$ cat src/rtl/alu_exec_unit.sv
// alu_exec_unit
//   Execute-stage ALU of the 16-bit pipelined core. Decodes op/func into a
//   3-bit ALU operation, evaluates it on two 16-bit operands and registers
//   the result into the EX/MEM position. Also provides the fetch-stage PC+1.
//
// Ports
//   CLK       in   1   pipeline clock, rising edge
//   RST_N     in   1   asynchronous active-low reset (clears result_q only)
//   op        in   4   opcode of the instruction in EX
//   func      in   3   R-type function field (used when op == 0)
//   in_a      in  16   first operand (0xFFFF for FOR decrement)
//   in_b      in  16   second operand (register or extended immediate)
//   pc        in  16   current program counter
//   alu_op    out  3   decoded ALU operation (comb)
//   result    out 16   ALU result (comb)
//   zero      out  1   result == 0 (comb)
//   result_q  out 16   result registered on CLK
//   next_pc   out 16   pc + 1, wraps at 2^16 (comb)
module alu_exec_unit (
  input  logic        CLK,
  input  logic        RST_N,
  input  logic [3:0]  op,
  input  logic [2:0]  func,
  input  logic [15:0] in_a,
  input  logic [15:0] in_b,
  input  logic [15:0] pc,
  output logic [2:0]  alu_op,
  output logic [15:0] result,
  output logic        zero,
  output logic [15:0] result_q,
  output logic [15:0] next_pc
);

  localparam logic [2:0] ALU_AND   = 3'b000;
  localparam logic [2:0] ALU_ADD   = 3'b001;
  localparam logic [2:0] ALU_SUB   = 3'b010;
  localparam logic [2:0] ALU_SLL   = 3'b011;
  localparam logic [2:0] ALU_SRL   = 3'b100;
  localparam logic [2:0] ALU_OR    = 3'b101;
  localparam logic [2:0] ALU_XOR   = 3'b110;
  localparam logic [2:0] ALU_PASSB = 3'b111;

  // Opcode decode. Everything that is not R-type, ANDI or a branch compare
  // (loads, stores, FOR, jumps, calls, spare opcodes) uses the adder.
  always_comb begin
    alu_op = ALU_ADD;
    unique case (op)
      4'd0:       alu_op = func;
      4'd1:       alu_op = ALU_AND;
      4'd5, 4'd6: alu_op = ALU_SUB;
      default:    alu_op = ALU_ADD;
    endcase
  end

  // Shift amount is only the low nibble of in_b; upper bits are ignored.
  logic [3:0] shamt;
  assign shamt = in_b[3:0];

  always_comb begin
    result = 16'h0000;
    unique case (alu_op)
      ALU_AND:   result = in_a & in_b;
      ALU_ADD:   result = in_a + in_b;
      ALU_SUB:   result = in_a - in_b;
      ALU_SLL:   result = in_a << shamt;
      ALU_SRL:   result = in_a >> shamt;
      ALU_OR:    result = in_a | in_b;
      ALU_XOR:   result = in_a ^ in_b;
      ALU_PASSB: result = in_b;
      default:   result = 16'h0000;
    endcase
  end

  assign zero    = (result == 16'h0000);
  assign next_pc = pc + 16'd1;

  always_ff @(posedge CLK or negedge RST_N) begin
    if (!RST_N) result_q <= 16'h0000;
    else        result_q <= result;
  end

endmodule

$ cat config.mk
export PLATFORM = sky130hd
export DESIGN_NAME = alu_exec_unit
export DESIGN_NICKNAME = d
export VERILOG_FILES = /design/src/rtl/alu_exec_unit.sv
export SDC_FILE = /design/constraint.sdc
export NUM_CORES = 1
export LEC_CHECK = 0
export ABC_AREA = 0
export CORE_MARGIN = 2
export CORE_UTILIZATION = 30
export CTS_BUF_LIST = sky130_fd_sc_hd__clkbuf_16
export CTS_CLUSTER_DIAMETER = 100
export CTS_CLUSTER_SIZE = 8
export DETAILED_ROUTE_END_ITERATION = 8
export PLACE_DENSITY = 0.52
export SETUP_SLACK_MARGIN = 0.4
export SYNTH_ARGS = -nofsm -noshare
export SYNTH_HDL_FRONTEND = slang
export SYNTH_SLANG_ARGS = --single-unit
$ cat constraint.sdc
create_clock -name CLK -period 5.1 [get_ports CLK]
set_clock_uncertainty 0.1 [all_clocks]
set_input_delay 0.51 -clock CLK [delete_from_list [all_inputs] [get_ports CLK]]
set_output_delay 0.51 -clock CLK [all_outputs]
set_load 0.1 [all_outputs]
==> impl_table.tex <==
\begin{tabular}{lr}
\hline
Metric & Value \\
\hline
\multicolumn{2}{l}{\textbf{Status}} \\
Outcome & finished clean \\
\multicolumn{2}{l}{\textbf{Drt}} \\
Post-DR wirelength/cell & around 22 µm \\
Mean number of vias per cell & 5.87 \\
Sum of routed wire length over all layers & 21500 µm \\
Iteration count of the initial detailed-routing pass & 5 \\
Number of violations reported at the end of detailed-routing iteration 0 & 469 \\
Post-route DRC & 0 \\
Detailed-route via count & 5757 \\
Antenna Nets Post-Route & 0 \\
\multicolumn{2}{l}{\textbf{Synth}} \\
Average cell area after synthesis & 7.86 µm² \\
Post-synth EDFFs & 0 \\
Commonest cells in the synthesized netlist & sky130\_fd\_sc\_hd\_\_nor2\_1 (56), sky130\_fd\_sc\_hd\_\_ha\_1 (50), sky130\_fd\_sc\_hd\_\_nand2\_1 (44), sky130\_fd\_sc\_hd\_\_inv\_1 (43), sky130\_fd\_sc\_hd\_\_xnor2\_1 (30) \\
Most numerous cell in the Yosys netlist & sky130\_fd\_sc\_hd\_\_nor2\_1 \\
Synthesis warning total & 0 \\
Most area-consuming cells after synthesis & sky130\_fd\_sc\_hd\_\_ha\_1 (13\%), sky130\_fd\_sc\_hd\_\_mux4\_2 (9.2\%), sky130\_fd\_sc\_hd\_\_dfrtp\_1 (8.2\%), sky130\_fd\_sc\_hd\_\_xnor2\_1 (5.4\%), sky130\_fd\_sc\_hd\_\_nor2\_1 (4.3\%) \\
Number of instances in the synthesized netlist & 623 \\
Number of nets in the synthesized netlist & 731 \\
Share of the yosys chip area belonging to registers & 8.17\% \\
Count of cell types in the netlist & 79 \\
Proportion of register bits with asynchronous set or reset after synthesis & 100\% \\
Most used flip-flop cell after synthesis & sky130\_fd\_sc\_hd\_\_dfrtp\_1 \\
Share of the synthesized area in the top cell type & $\sim$13\% \\
Post-Syn Area & between 4000 and 5000 µm² \\
Cell taking the most area after synthesis & sky130\_fd\_sc\_hd\_\_ha\_1 \\
Number of flip-flops and latches in the synthesized netlist & 16 \\
\multicolumn{2}{l}{\textbf{Global routing}} \\
Aggregate global-route resource usage & 24.4\% \\
Global-route wire length before repair & 33300 µm \\
Number of antenna violations at the first check in global routing & 0 \\
Largest net degree at the start of global routing & 38 \\
Remaining global-route overflow & 0 \\
Number of global-route vias before repair & about 5700 \\
\multicolumn{2}{l}{\textbf{Power}} \\
Switching power total & 1.13 mW \\
Combinational cell fraction of total power & around 83\% \\
Static leakage & roughly 2.9 nW \\
Internal cell power & 0.809 mW \\
Switching portion of total power & between 50\% and 60\% \\
Power Density & 275 nW/µm² \\
Peak supply drop & 0.273 mV \\
Clock power share & under 10\% \\
PnR Total Power & 1.93 mW \\
Seq pwr share & 8.8\% \\
\multicolumn{2}{l}{\textbf{Placed design}} \\
Area of placed instances & 6730 µm² \\
Post-DP HPWL & 17500 µm \\
Weighted congestion at the end of routability-driven global placement & $\sim$1 \\
Number of buffers inserted by port buffering & $\sim$110 \\
Cell count after placement & 966 \\
\multicolumn{2}{l}{\textbf{Worst setup path}} \\
Data arrival, critical path & $\sim$4 ns \\
Setup crit start kind & input pin \\
Critical-path maximum fanout & 7 \\
Capturing element type of the critical path & output pin \\
CP Class & in2out \\
Required time worst endpoint & 4.49 ns \\
\multicolumn{2}{l}{\textbf{Floorplanning}} \\
Die height & 132 µm \\
Starting Density & a little under a third \\
Number of top-level pins & 109 \\
FP Rows & 46 \\
Die area & 17400 µm² \\
Horizontal die dimension & 132 µm \\
Core area & 15900 µm² \\
\multicolumn{2}{l}{\textbf{Final layout}} \\
Number of cells in the finished layout apart from fillers & 981 \\
Area growth, synth to finish & 43.5\% \\
Final Cell Area & 7030 µm² \\
Top register by number of flip-flops & result\_q \\
Ratio of cells with drive above 1 in the final layout & a little under a quarter \\
Net count reported at finish & a little under 900 \\
Regs by FF count & result\_q: 16 flops \\
Antenna cells & 0 \\
Max reg flops & 16 \\
Number of fill cells & 1606 \\
\multicolumn{2}{l}{\textbf{STA}} \\
Worst hold margin & 0.583 ns \\
Post-layout minimum cycle time & 4.68 ns \\
Setup repair after global routing missed its margin & true \\
Max-slew violation count & 0 \\
Setup Viol. Count Final & 0 \\
Measured slew at the worst slew-check pin & 1.05 ns \\
Period Utilization, post-route & 91.9\% \\
Maximum clock frequency & 0.213 GHz \\
Total Neg Setup Slack & 0 ns \\
Worst slew slack as a fraction of its limit & 29.5\% \\
Fin. Hold Viols & 0 \\
\multicolumn{2}{l}{\textbf{Clocking}} \\
Clock transition at the registers of the reported paths & around 0.05 ns \\
Deepest clock path buffer count & 2 \\
Number of clock buffers inserted by TritonCTS & 3 \\
Hold-fix buffers at CTS & 0 \\
Number of levels in the clock H-tree & 1 \\
CTS sink cnt & 16 \\
TritonCTS clock tree & built \\
Root Driver & sky130\_fd\_sc\_hd\_\_clkbuf\_16 \\
\multicolumn{2}{l}{\textbf{Worst hold path}} \\
Classification of the worst-slack hold path & in2async \\
\multicolumn{2}{l}{\textbf{Job}} \\
Max-cap viol count & 0 \\
\hline
\end{tabular}
-- path summary, 6_finish.rpt --
| check | startpoint | to | slack, ns |
|---|---|---|---|
| setup / recovery | in_b[9] | zero | 0.42 |
| max in group asynchronous | RST_N | result_q[11]$_DFF_PN0_ | 3.88 |
| min in group CLK | func[1] | result_q[12]$_DFF_PN0_ | 1.12 |
| hold / removal | RST_N | result_q[3]$_DFF_PN0_ | 0.58 |
-- layer usage --
layer | global-route usage (%) | up-vias | share of wire (%) | wire, µm
met5 | 0 | - | 0 | 0
met4 | 12.4 | 0 | 5.5 | 1190
met3 | 3.50 | 63 | 8.1 | 1740
met2 | 40.4 | 323 | 45 | 9790
met1 | 30.9 | 2727 | 41 | 8820
li1 | - | 2644 | - | -
-- area by class of cell --
type	count	area, µm²	share of cell area [%]
multi-input cells	520	4320	61.5
repair buffers	180	1790	25.4
flip-flops and latches	16	400	5.69
well taps	216	270	3.84
inverters	45	169	2.40
clock buffers	3	75.1	1.07
clock inverters	1	3.75	0.0534
-- per-stage QoR --
| step | util [%] | setup WS [ns] |
|---|---|---|
| after detailed placement | 42.2 | -0.0952 |
| after CTS | 44.1 | 0.408 |
| after global placement | 42.2 | 0.0279 |
| final | 44.1 | 0.415 |
| after global routing | 44.1 | 0.201 |
| after floorplan | - | -0.227 |
-- power by group through the flow --
| stage | combinational, mW | sequential (mW) | clock, mW |
|---|---|---|---|
| 4_1_cts | 1.60 | 0.172 | 0.159 |
| 2_1_floorplan | 0.755 | 0.441 | 0 |
| 3_3_place_gp | 1.55 | 0.172 | 0 |
| 3_5_place_dp | 1.56 | 0.174 | 0 |
| 6_report | 1.61 | 0.171 | 0.153 |
| 5_1_grt | 1.68 | 0.175 | 0.161 |
-- what timing repair did --
item,in CTS,in global routing
gates resized for setup,45,1
buffers inserted,11,0
pin swaps,24,0
setup endpoints to repair,5,2
-- cells by family after synthesis --
kind of cell,count (synthesis),share of synthesized area (%)
muxes,48,15.5
adders and majority gates,51,13.2
DFF,16,8.17
buffers and inverters,87,7.61
xor gates and xnor gates,36,6.44
AOI/OAI and AO/OA,164,25.6
and+or+nand+nor,221,23.5
-- critical path, stage by stage --
cell	delay, ns
sky130_fd_sc_hd__clkdlybuf4s50_1	0.44
sky130_fd_sc_hd__or4_1	0.58
sky130_fd_sc_hd__nor2_2	0.16
sky130_fd_sc_hd__a21oi_1	0.10
sky130_fd_sc_hd__xnor2_1	0.16
sky130_fd_sc_hd__ha_2	0.34
sky130_fd_sc_hd__and4_1	0.24
sky130_fd_sc_hd__nor2b_1	0.18
sky130_fd_sc_hd__o41ai_4	0.36
sky130_fd_sc_hd__o221ai_4	0.18
sky130_fd_sc_hd__a2111oi_4	0.21
sky130_fd_sc_hd__nand4_1	0.21
sky130_fd_sc_hd__nor3_4	0.19
sky130_fd_sc_hd__buf_12	0.20
-- layout by cell type, fill, tap and decap left out, types with 5 or more instances in the layout --
cell type,count
sky130_fd_sc_hd__buf_12,18
sky130_fd_sc_hd__nand4_1,17
sky130_fd_sc_hd__a22oi_1,5
sky130_fd_sc_hd__a21oi_1,23
sky130_fd_sc_hd__clkdlybuf4s50_1,77
sky130_fd_sc_hd__nor2_1,51
sky130_fd_sc_hd__ha_1,48
sky130_fd_sc_hd__nor2b_1,7
sky130_fd_sc_hd__o21ai_0,18
sky130_fd_sc_hd__and2_1,6
sky130_fd_sc_hd__dfrtp_1,16
sky130_fd_sc_hd__nand2_1,44
sky130_fd_sc_hd__inv_1,41
sky130_fd_sc_hd__o2111ai_1,9
sky130_fd_sc_hd__mux4_2,20
sky130_fd_sc_hd__nand3_1,19
sky130_fd_sc_hd__nor2_2,5
sky130_fd_sc_hd__xor2_1,6
sky130_fd_sc_hd__a211oi_1,7
sky130_fd_sc_hd__nand3b_1,5
sky130_fd_sc_hd__a31oi_1,7
sky130_fd_sc_hd__a22o_1,5
sky130_fd_sc_hd__a21o_1,6
sky130_fd_sc_hd__o21a_1,5
sky130_fd_sc_hd__dlygate4sd2_1,11
sky130_fd_sc_hd__o22ai_1,5
sky130_fd_sc_hd__buf_4,71
sky130_fd_sc_hd__xnor2_1,29
sky130_fd_sc_hd__mux2i_1,13
sky130_fd_sc_hd__nor3_1,13
sky130_fd_sc_hd__mux2_2,11
sky130_fd_sc_hd__a2bb2oi_1,6
sky130_fd_sc_hd__a21oi_2,5
sky130_fd_sc_hd__and3_1,12
sky130_fd_sc_hd__nand2b_1,8
sky130_fd_sc_hd__o211ai_1,9
Power figures use the tool's default switching activity.
